<file path="src/rtl/div_if.sv">
// Start/busy/done handshake and operand/result bus for the sequential divider.
// DIV_ABORT_EN adds the abort request used on pipeline flush.
interface div_if #(parameter int WIDTH = 32);
  logic             start;
`ifdef DIV_ABORT_EN
  logic             abort;
`endif
  logic             is_signed;
  logic [WIDTH-1:0] dividend;
  logic [WIDTH-1:0] divisor;
  logic             busy;
  logic             done;
  logic [WIDTH-1:0] quotient;
  logic [WIDTH-1:0] remainder;
  logic             div_zero;

  modport master (
    output start,
`ifdef DIV_ABORT_EN
    output abort,
`endif
    output is_signed, dividend, divisor,
    input  busy, done, quotient, remainder, div_zero
  );

  modport slave (
    input  start,
`ifdef DIV_ABORT_EN
    input  abort,
`endif
    input  is_signed, dividend, divisor,
    output busy, done, quotient, remainder, div_zero
  );
endinterface

</file>
<file path="src/rtl/div_seq_ctrl.sv">
// Restoring shift-subtract divider sequencer for MIPS DIV/DIVU, one quotient bit per cycle.
// Optional DIV_ABORT_EN: abort in CALC/FIX returns to IDLE without producing done.
module div_seq_ctrl #(
  parameter int WIDTH = 32,
  parameter int CNT_W = 6
) (
  input  logic  clk,
  input  logic  rst_n,
  div_if.slave  bus
);
  typedef enum logic [1:0] {IDLE, CALC, FIX, DONE} state_t;

  state_t           state;
  logic [WIDTH-1:0] q, rem, dvs_abs, dvd_raw;
  logic             dvd_neg, dvs_neg;
  logic [CNT_W-1:0] cnt;
  logic [WIDTH:0]   rem_shift, diff;
  logic             take, abort_req;

  logic             busy_r, done_r, dz_r;
  logic [WIDTH-1:0] quot_r, remd_r;

`ifdef DIV_ABORT_EN
  assign abort_req = bus.abort;
`else
  assign abort_req = 1'b0;
`endif

  // Dividend magnitude lives in q and is shifted out MSB-first as quotient bits shift in.
  assign rem_shift = {rem, q[WIDTH-1]};
  assign diff      = rem_shift + ~{1'b0, dvs_abs} + (WIDTH+1)'(1);
  assign take      = ~diff[WIDTH];

  function automatic logic [WIDTH-1:0] mag(input logic sgn, input logic [WIDTH-1:0] v);
    return (sgn && v[WIDTH-1]) ? (~v + WIDTH'(1)) : v;
  endfunction

  assign bus.busy      = busy_r;
  assign bus.done      = done_r;
  assign bus.quotient  = quot_r;
  assign bus.remainder = remd_r;
  assign bus.div_zero  = dz_r;

  always_ff @(posedge clk or negedge rst_n) begin
    if (!rst_n) begin
      state   <= IDLE;
      q       <= '0;
      rem     <= '0;
      dvs_abs <= '0;
      dvd_raw <= '0;
      dvd_neg <= 1'b0;
      dvs_neg <= 1'b0;
      cnt     <= '0;
      busy_r  <= 1'b0;
      done_r  <= 1'b0;
      dz_r    <= 1'b0;
      quot_r  <= '0;
      remd_r  <= '0;
    end else begin
      done_r <= 1'b0;
      case (state)
        IDLE, DONE: begin
          if (bus.start) begin
            q       <= mag(bus.is_signed, bus.dividend);
            rem     <= '0;
            dvs_abs <= mag(bus.is_signed, bus.divisor);
            dvd_raw <= bus.dividend;
            dvd_neg <= bus.is_signed & bus.dividend[WIDTH-1];
            dvs_neg <= bus.is_signed & bus.divisor[WIDTH-1];
            cnt     <= '0;
            busy_r  <= 1'b1;
            state   <= CALC;
          end else begin
            state <= IDLE;
          end
        end
        CALC: begin
          if (abort_req) begin
            busy_r <= 1'b0;
            state  <= IDLE;
          end else begin
            rem <= take ? diff[WIDTH-1:0] : rem_shift[WIDTH-1:0];
            q   <= {q[WIDTH-2:0], take};
            cnt <= cnt + CNT_W'(1);
            if (cnt == CNT_W'(WIDTH-1)) state <= FIX;
          end
        end
        FIX: begin
          if (abort_req) begin
            busy_r <= 1'b0;
            state  <= IDLE;
          end else begin
            // Zero divisor: all-ones quotient falls out of the loop; remainder reports the raw dividend.
            if (dvs_abs == '0) begin
              quot_r <= '1;
              remd_r <= dvd_raw;
              dz_r   <= 1'b1;
            end else begin
              quot_r <= (dvd_neg ^ dvs_neg) ? (~q + WIDTH'(1)) : q;
              remd_r <= dvd_neg ? (~rem + WIDTH'(1)) : rem;
              dz_r   <= 1'b0;
            end
            busy_r <= 1'b0;
            done_r <= 1'b1;
            state  <= DONE;
          end
        end
        default: state <= IDLE;
      endcase
    end
  end
endmodule

</file>
<file path="src/flat_wrapper.sv">
// flat-port wrapper written by rule: the top's interface ports become plain ports
module div_seq_ctrl_flat 
#(
  parameter int WIDTH = 32,
  parameter int CNT_W = 6
)
  (clk, rst_n, bus_start, bus_is_signed, bus_dividend, bus_divisor, bus_busy, bus_done, bus_quotient, bus_remainder, bus_div_zero);
  div_if #(.WIDTH(WIDTH)) bus_i ();
  input  logic clk;
  input  logic rst_n;
  input wire logic [$bits(bus_i.start)-1:0] bus_start;
  input wire logic [$bits(bus_i.is_signed)-1:0] bus_is_signed;
  input wire logic [$bits(bus_i.dividend)-1:0] bus_dividend;
  input wire logic [$bits(bus_i.divisor)-1:0] bus_divisor;
  output wire logic [$bits(bus_i.busy)-1:0] bus_busy;
  output wire logic [$bits(bus_i.done)-1:0] bus_done;
  output wire logic [$bits(bus_i.quotient)-1:0] bus_quotient;
  output wire logic [$bits(bus_i.remainder)-1:0] bus_remainder;
  output wire logic [$bits(bus_i.div_zero)-1:0] bus_div_zero;
  assign bus_i.start = bus_start;
  assign bus_i.is_signed = bus_is_signed;
  assign bus_i.dividend = bus_dividend;
  assign bus_i.divisor = bus_divisor;
  assign bus_busy = bus_i.busy;
  assign bus_done = bus_i.done;
  assign bus_quotient = bus_i.quotient;
  assign bus_remainder = bus_i.remainder;
  assign bus_div_zero = bus_i.div_zero;
  div_seq_ctrl #(.WIDTH(WIDTH), .CNT_W(CNT_W)) u_core (.clk(clk), .rst_n(rst_n), .bus(bus_i));
endmodule
</file>
<file path="config.mk">
export PLATFORM = sky130hd
export DESIGN_NAME = div_seq_ctrl_flat
export DESIGN_NICKNAME = d
export VERILOG_FILES = /design/src/rtl/div_if.sv /design/src/rtl/div_seq_ctrl.sv /design/src/flat_wrapper.sv
export SDC_FILE = /design/constraint.sdc
export NUM_CORES = 1
export LEC_CHECK = 0
export ABC_AREA = 1
export ABC_CLOCK_PERIOD_IN_PS = 4700
export BUFFER_PORTS_ARGS = -buffer_cell sky130_fd_sc_hd__buf_2
export CAP_MARGIN = 20
export CORE_MARGIN = 1
export CORE_UTILIZATION = 55
export DETAILED_ROUTE_END_ITERATION = 8
export MAX_ROUTING_LAYER = met4
export PLACE_DENSITY_LB_ADDON = 0.2
export SLEW_MARGIN = 20
export SYNTH_ARGS = -nofsm -noshare
export SYNTH_HDL_FRONTEND = slang
export SYNTH_SLANG_ARGS = --single-unit
</file>
<file path="constraint.sdc">
create_clock -name clk -period 4.7 [get_ports clk]
set_clock_uncertainty 0.1 [all_clocks]
set_input_delay 0.94 -clock clk [delete_from_list [all_inputs] [get_ports clk]]
set_output_delay 0.94 -clock clk [all_outputs]
set_load 0.01 [all_outputs]
</file>
* Yosys cells after proc, flatten, opt, wreduce, memory -nomap -nowiden
Cells that the tools add are included.
Cells by class: muxes and demuxes 20, eq/ne operators 6, reduce and logical (&&, ||, !) cells 9, add/subtract/negate cells 7, bitwise logic cells 10
Operator list (count):
- $mux 32 | 9
- $add 32x1->32 const B | 4
- $not 32->32 | 4
- $pmux 32 s2 | 2
- $add 33x1->33 const B | 1
- $add 33x33->33 | 1
- $not 32->33 | 1
- $logic_not 32->1 | 1
- $pmux 6 s2 | 1
- $add 6x1->6 const B | 1
- $eq 6x5->1 const B | 1
- $mux 6 | 1
- $pmux 2 s3 | 1
- $reduce_and 2->1 | 3
- $eq 2x2->1 const B | 2
- $mux 1 | 4
- $and 1x1->1 | 2
- $eq 2x1->1 const B | 1
- $logic_and 1x1->1 | 2
- $logic_not 2->1 | 1
- $mux 2 | 1
- $ne 2x1->1 const B | 1
- $ne 2x2->1 const B | 1
- $not 1->1 | 2
- other kinds (4) | 4
Word-level totals: register bits 205, word-level logic and storage cells 65, bits of input ports 68, output and inout port bits 67

* Longest topological paths before layout
depth after elaboration 5, depth in mapped cells 18, mapped depth without buffers 17

* Worst setup path before layout
OpenSTA, ideal clock, no wires.
path kind input -> register, start input port bus_dividend[0], end register u_core.q[16], buffers on the path 0, stages 11, library setup time 0.126 ns, arrival time 2.146 ns, setup slack 2.328 ns, required time 4.474 ns, cells stage by stage inv_1 -> ha_1 -> nand3_1 -> nor2_2 -> nand3b_1 -> nand2_1 -> o21ai_0 -> xor2_1 -> nand2_1 -> nand2_1 -> o21ai_1
On the way: longest elaborated chain between the ends 5
RTL lines:
- start, declared | line flat_wrapper.sv:13 | input wire logic [$bits(bus_i.dividend)-1:0] bus_dividend;
- $not 32->32 | line div_seq_ctrl.sv:35 | return (sgn && v[WIDTH-1]) ? (~v + WIDTH'(1)) : v;
- $add 32x1->32 | line div_seq_ctrl.sv:35
- $mux 32 | line div_seq_ctrl.sv:35
- $mux 32 | line div_seq_ctrl.sv:63 | if (bus.start) begin
- $pmux 32 s2 | line div_seq_ctrl.sv:61 | case (state)
- end signal, assigned | line div_seq_ctrl.sv:64 | q <= mag(bus.is_signed, bus.dividend);
- end signal, assigned | line div_seq_ctrl.sv:83 | q <= {q[WIDTH-2:0], take};
- end, declared | line div_seq_ctrl.sv:14 | logic [WIDTH-1:0] q, rem, dvs_abs, dvd_raw;
Every way passes these cells. The select of a mux whose other input is x is not followed. A chain may end at the register's enable or synchronous reset.

* Final worst setup path
start register u_core.dvs_abs[20], end register u_core.remd_r[23] (netlist: u_core.bus.remainder[23])
On the way: longest elaborated chain between the ends 2
RTL lines:
- start, declared | line div_seq_ctrl.sv:14
- start signal, assigned | line div_seq_ctrl.sv:66 | dvs_abs <= mag(bus.is_signed, bus.divisor);
- $logic_not 32->1 | line div_seq_ctrl.sv:94 | if (dvs_abs == '0) begin
- $mux 32 | line div_seq_ctrl.sv:94
- end signal, assigned | line div_seq_ctrl.sv:96 | remd_r <= dvd_raw;
- end signal, assigned | line div_seq_ctrl.sv:100 | remd_r <= dvd_neg ? (~rem + WIDTH'(1)) : rem;
- end, declared | line div_seq_ctrl.sv:21 | logic [WIDTH-1:0] quot_r, remd_r;
Every way passes these cells.

==> impl_metrics.env <==
export IMPL_synth_edf_count=0
export IMPL_internal_power_uw=6452
export IMPL_ys_seq_area_frac=0.3459
export IMPL_dp_hpwl_um=37890
export IMPL_postCtsSetupBuffers=0
export IMPL_routedWlPerCell_um=18.12
export IMPL_num_vias=15570
export IMPL_cts_tree="done"
export IMPL_power_uw=14050
export IMPL_grt_use_met1=0.5400
export IMPL_period_minus_slack_ns=3.091
export IMPL_setup_slack_ns=1.609
export IMPL_initial_core_util=0.5644
export IMPL_clock_power_share=0.130
export IMPL_drive_gt1_frac=0.1038
export IMPL_dieHeight_um=166.2
export IMPL_viasPerCell=5.693
export IMPL_port_buffers=134
export IMPL_setup_tns_ns=0
export IMPL_synth_ff_type="dfrtp_1"
export IMPL_clkLatencyLatePin_ns=0.54
export IMPL_grt_use_met3=0.04385
export IMPL_core_area_um2=26280
export IMPL_htreeDepth=1
export IMPL_overflow=0
export IMPL_finalHoldViolations=0
export IMPL_power_frac_comb=0.626
export IMPL_fmax_mhz=323.5
export IMPL_status="finished with violations"
export IMPL_syn_to_final_growth_pct=11.07
export IMPL_power_switching_uw=7601
export IMPL_drtPass1Iterations=8
export IMPL_rows=59
export IMPL_r2r_start="u_core.dvs_abs[20]"
export IMPL_gr_usage_met2=0.5329
export IMPL_path_class="flip-flop to flip-flop"
export IMPL_placed_cell_area_um2=15710
export IMPL_syn_avg_cell_area_um2=6.488
export IMPL_swShare=0.5409
export IMPL_ys_types=47
export IMPL_final_area_um2=16470
export IMPL_clkTransAtPathRegs_ns=0.06
export IMPL_power_density_nw_per_um2=853.1
export IMPL_whs_ns=0.3469
export IMPL_rsz0062_at_grt="false"
export IMPL_drtIter0Drc=1846
export IMPL_grt_busiest_layer="met1"
export IMPL_ctsHoldBuffers=0
export IMPL_grt_pass1_vias=14420
export IMPL_cp_end_kind="flip-flop"
export IMPL_num_nets_final=2494
export IMPL_ant_nets=0
export IMPL_ys_warn_count=0
export IMPL_cts_root_buf="clkbuf_16"
export IMPL_crit_required_ns=5.07
export IMPL_diodes=0
export IMPL_seq_power_share=0.243
export IMPL_cts_buffer_depth=3
export IMPL_synth_seq_cells=205
export IMPL_die_area_um2=27630
export IMPL_grt_max_degree=104
export IMPL_num_io_pins=135
export IMPL_grt_antenna_before_repair=0
export IMPL_syn_nets=2394
export IMPL_crit_end="u_core.bus.remainder[23]"
export IMPL_cap_violations=0
export IMPL_globalplace_congestion=1.020
export IMPL_cts_repair_resized=0
export IMPL_worst_pin_slew_ns=1.002
export IMPL_final_max_slew_viol_count=0
export IMPL_p_leak_uw=0.008876
export IMPL_post_route_period_util=0.6576
export IMPL_reg2reg_depth=7
export IMPL_regToRegSetupSlack_ns=1.61
export IMPL_reg2reg_to="u_core.bus.remainder[23]"
export IMPL_vdd_drop_max_uv=517.3
export IMPL_startpoint="u_core.dvs_abs[20]"
export IMPL_final_setup_viol_count=0
export IMPL_finalWirelength_um=49570
export IMPL_syn_inst=2286
export IMPL_violations="DRC"
export IMPL_relSlewSlack=0.3313
export IMPL_hold_path_class="primary input to async pin"
export IMPL_async_flop_share=1.000
export IMPL_dp_slack_ns=1.474
export IMPL_numCtsBuffers=24
export IMPL_track_usage=0.3700
export IMPL_cp_max_fo=29
export IMPL_drc=2
export IMPL_die_x_um=166.2
export IMPL_arrival_ns=3.46
export IMPL_grt_pass1_wl_um=78560
export IMPL_clkSinkCount=205
export IMPL_syn_area_um2=14830
export IMPL_worstSetupStartpointType="flip-flop"
==> power groups by stage <==
stage | clock, µW | sequential (µW) | combinational, µW
4_1_cts | 1850 | 3380 | 8670
5_1_grt | 1910 | 3490 | 9830
3_3_place_gp | 0 | 3370 | 8460
2_1_floorplan | 0 | 3240 | 6280
3_5_place_dp | 0 | 3390 | 8600
6_report | 1830 | 3420 | 8800
==> synthesized netlist by cell type (2+ instances only) <==
cell	n	area share
nand2_1	738	0.19
inv_1	309	0.078
nand3_1	268	0.090
dfrtp_1	205	0.35
nor2_1	187	0.047
o21ai_0	136	0.046
a21oi_1	89	0.030
clkbuf_1	45	0.011
xor2_1	44	0.026
ha_1	39	0.033
nand4_1	32	0.013
or2_2	19	0.0080
xnor2_1	18	0.011
nor3_1	17	0.0057
nand2_2	16	0.0067
a31oi_1	13	0.0055
buf_2	13	0.0044
nor4_1	11	0.0046
o211ai_1	11	0.0056
nand3b_1	7	0.0035
nor2_2	7	0.0030
buf_1	6	0.0015
o21ai_1	6	0.0020
buf_4	5	0.0025
inv_2	5	0.0013
o21bai_1	5	0.0025
nand2_4	4	0.0030
a21oi_2	3	0.0018
and2_1	3	0.0013
nor3b_1	3	0.0015
o31ai_1	3	0.0015
nand2_8	2	0.0027
nor3_2	2	0.0013
o221ai_1	2	0.0012
==> metrics by stage <==
step,cells,utilization
2_1_floorplan,2286,-
3_3_place_gp,2695,0.5979
3_5_place_dp,2695,0.5979
4_1_cts,2735,0.6268
5_1_grt,2735,0.6268
6_report,2735,0.6268
==> cell type report <==
class / instances / area (µm²)
Clock buffer: 28 / 625.6
Inverter: 315 / 1182
Multi-Input combinational cell: 1695 / 8208
Timing Repair Buffer: 145 / 774.5
Clock inverter: 12 / 133.9
Sequential cell: 205 / 5130
Tap cell: 335 / 419.2
Fill cell: 2475 / 9807
==> placed cells by master, fill, tap and decap left out, types with 3 or more instances in the layout <==
cell        instances
nand2_1           737
inv_1             308
nand3_1           268
dfrtp_1           205
nor2_1            186
o21ai_0           136
buf_2             133
a21oi_1            89
xor2_1             44
ha_1               39
nand4_1            32
clkbuf_16          24
or2_2              19
xnor2_1            18
nand2_2            17
nor3_1             17
a31oi_1            13
o211ai_1           11
nor4_1             11
buf_4              10
inv_2               7
nor2_2              7
nand3b_1            7
o21ai_1             5
o21bai_1            5
clkinvlp_4          5
nand2_4             4
clkinv_2            4
a21oi_2             3
and2_1              3
nor3b_1             3
o31ai_1             3
clkbuf_1            3
==> logic make-up (layout without fill, tap and decap cells) <==
logic type               Yosys count  in the layout  share of synthesized area
XOR/XNOR                          62             62                    0.03661
AO/OA/AOI/OAI                    273            273                    0.09929
AND/OR/NAND/NOR                 1320           1320                     0.3823
flip-flops                       205            205                     0.3459
adder cells (fa/ha/maj)           40             40                    0.03425
buffers and inverters            386            500                     0.1017
==> flip-flops by register name, summed over array words and instances (netlist names), 2 cells and up <==
register              count
u_core.cnt                6
u_core.dvd_raw           32
u_core.dvs_abs           32
u_core.rem               32
u_core.q                 32
u_core.bus.quotient      32
u_core.state              2
u_core.bus.remainder     32
==> how the worst min path moves through the flow <==
stage                              startpoint                      end  slack [ns]  cells after the start
after global placement    u_core.bus.div_zero      u_core.bus.div_zero        0.36                      2
after detailed placement  u_core.bus.div_zero      u_core.bus.div_zero        0.37                      2
final                                   rst_n           u_core.rem[19]        0.35                      1
after floorplan            u_core.dvd_raw[10]       u_core.dvd_raw[10]        0.35                      2
after global routing       u_core.dvd_raw[16]       u_core.dvd_raw[16]        0.40                      2
after CTS                   u_core.dvd_raw[5]  u_core.bus.remainder[5]        0.36                      2
==> worst max-delay path, cell delays in order (launching register included) <==
cell	delay (ns)
dfrtp_1	0.40
nor4_1	0.40
nand4_1	0.14
nor2_1	0.48
nand2_1	0.35
inv_1	0.81
nand2_1	0.20
nand3_1	0.16
==> metal layers <==
layer / vias up / wire length [µm]
met5: - / 0
met4: 0 / 1655
met3: 99 / 4045
met2: 702 / 21000
met1: 7281 / 22870
li1: 7488 / -
Note: power is estimated with default switching activity, not from simulation.
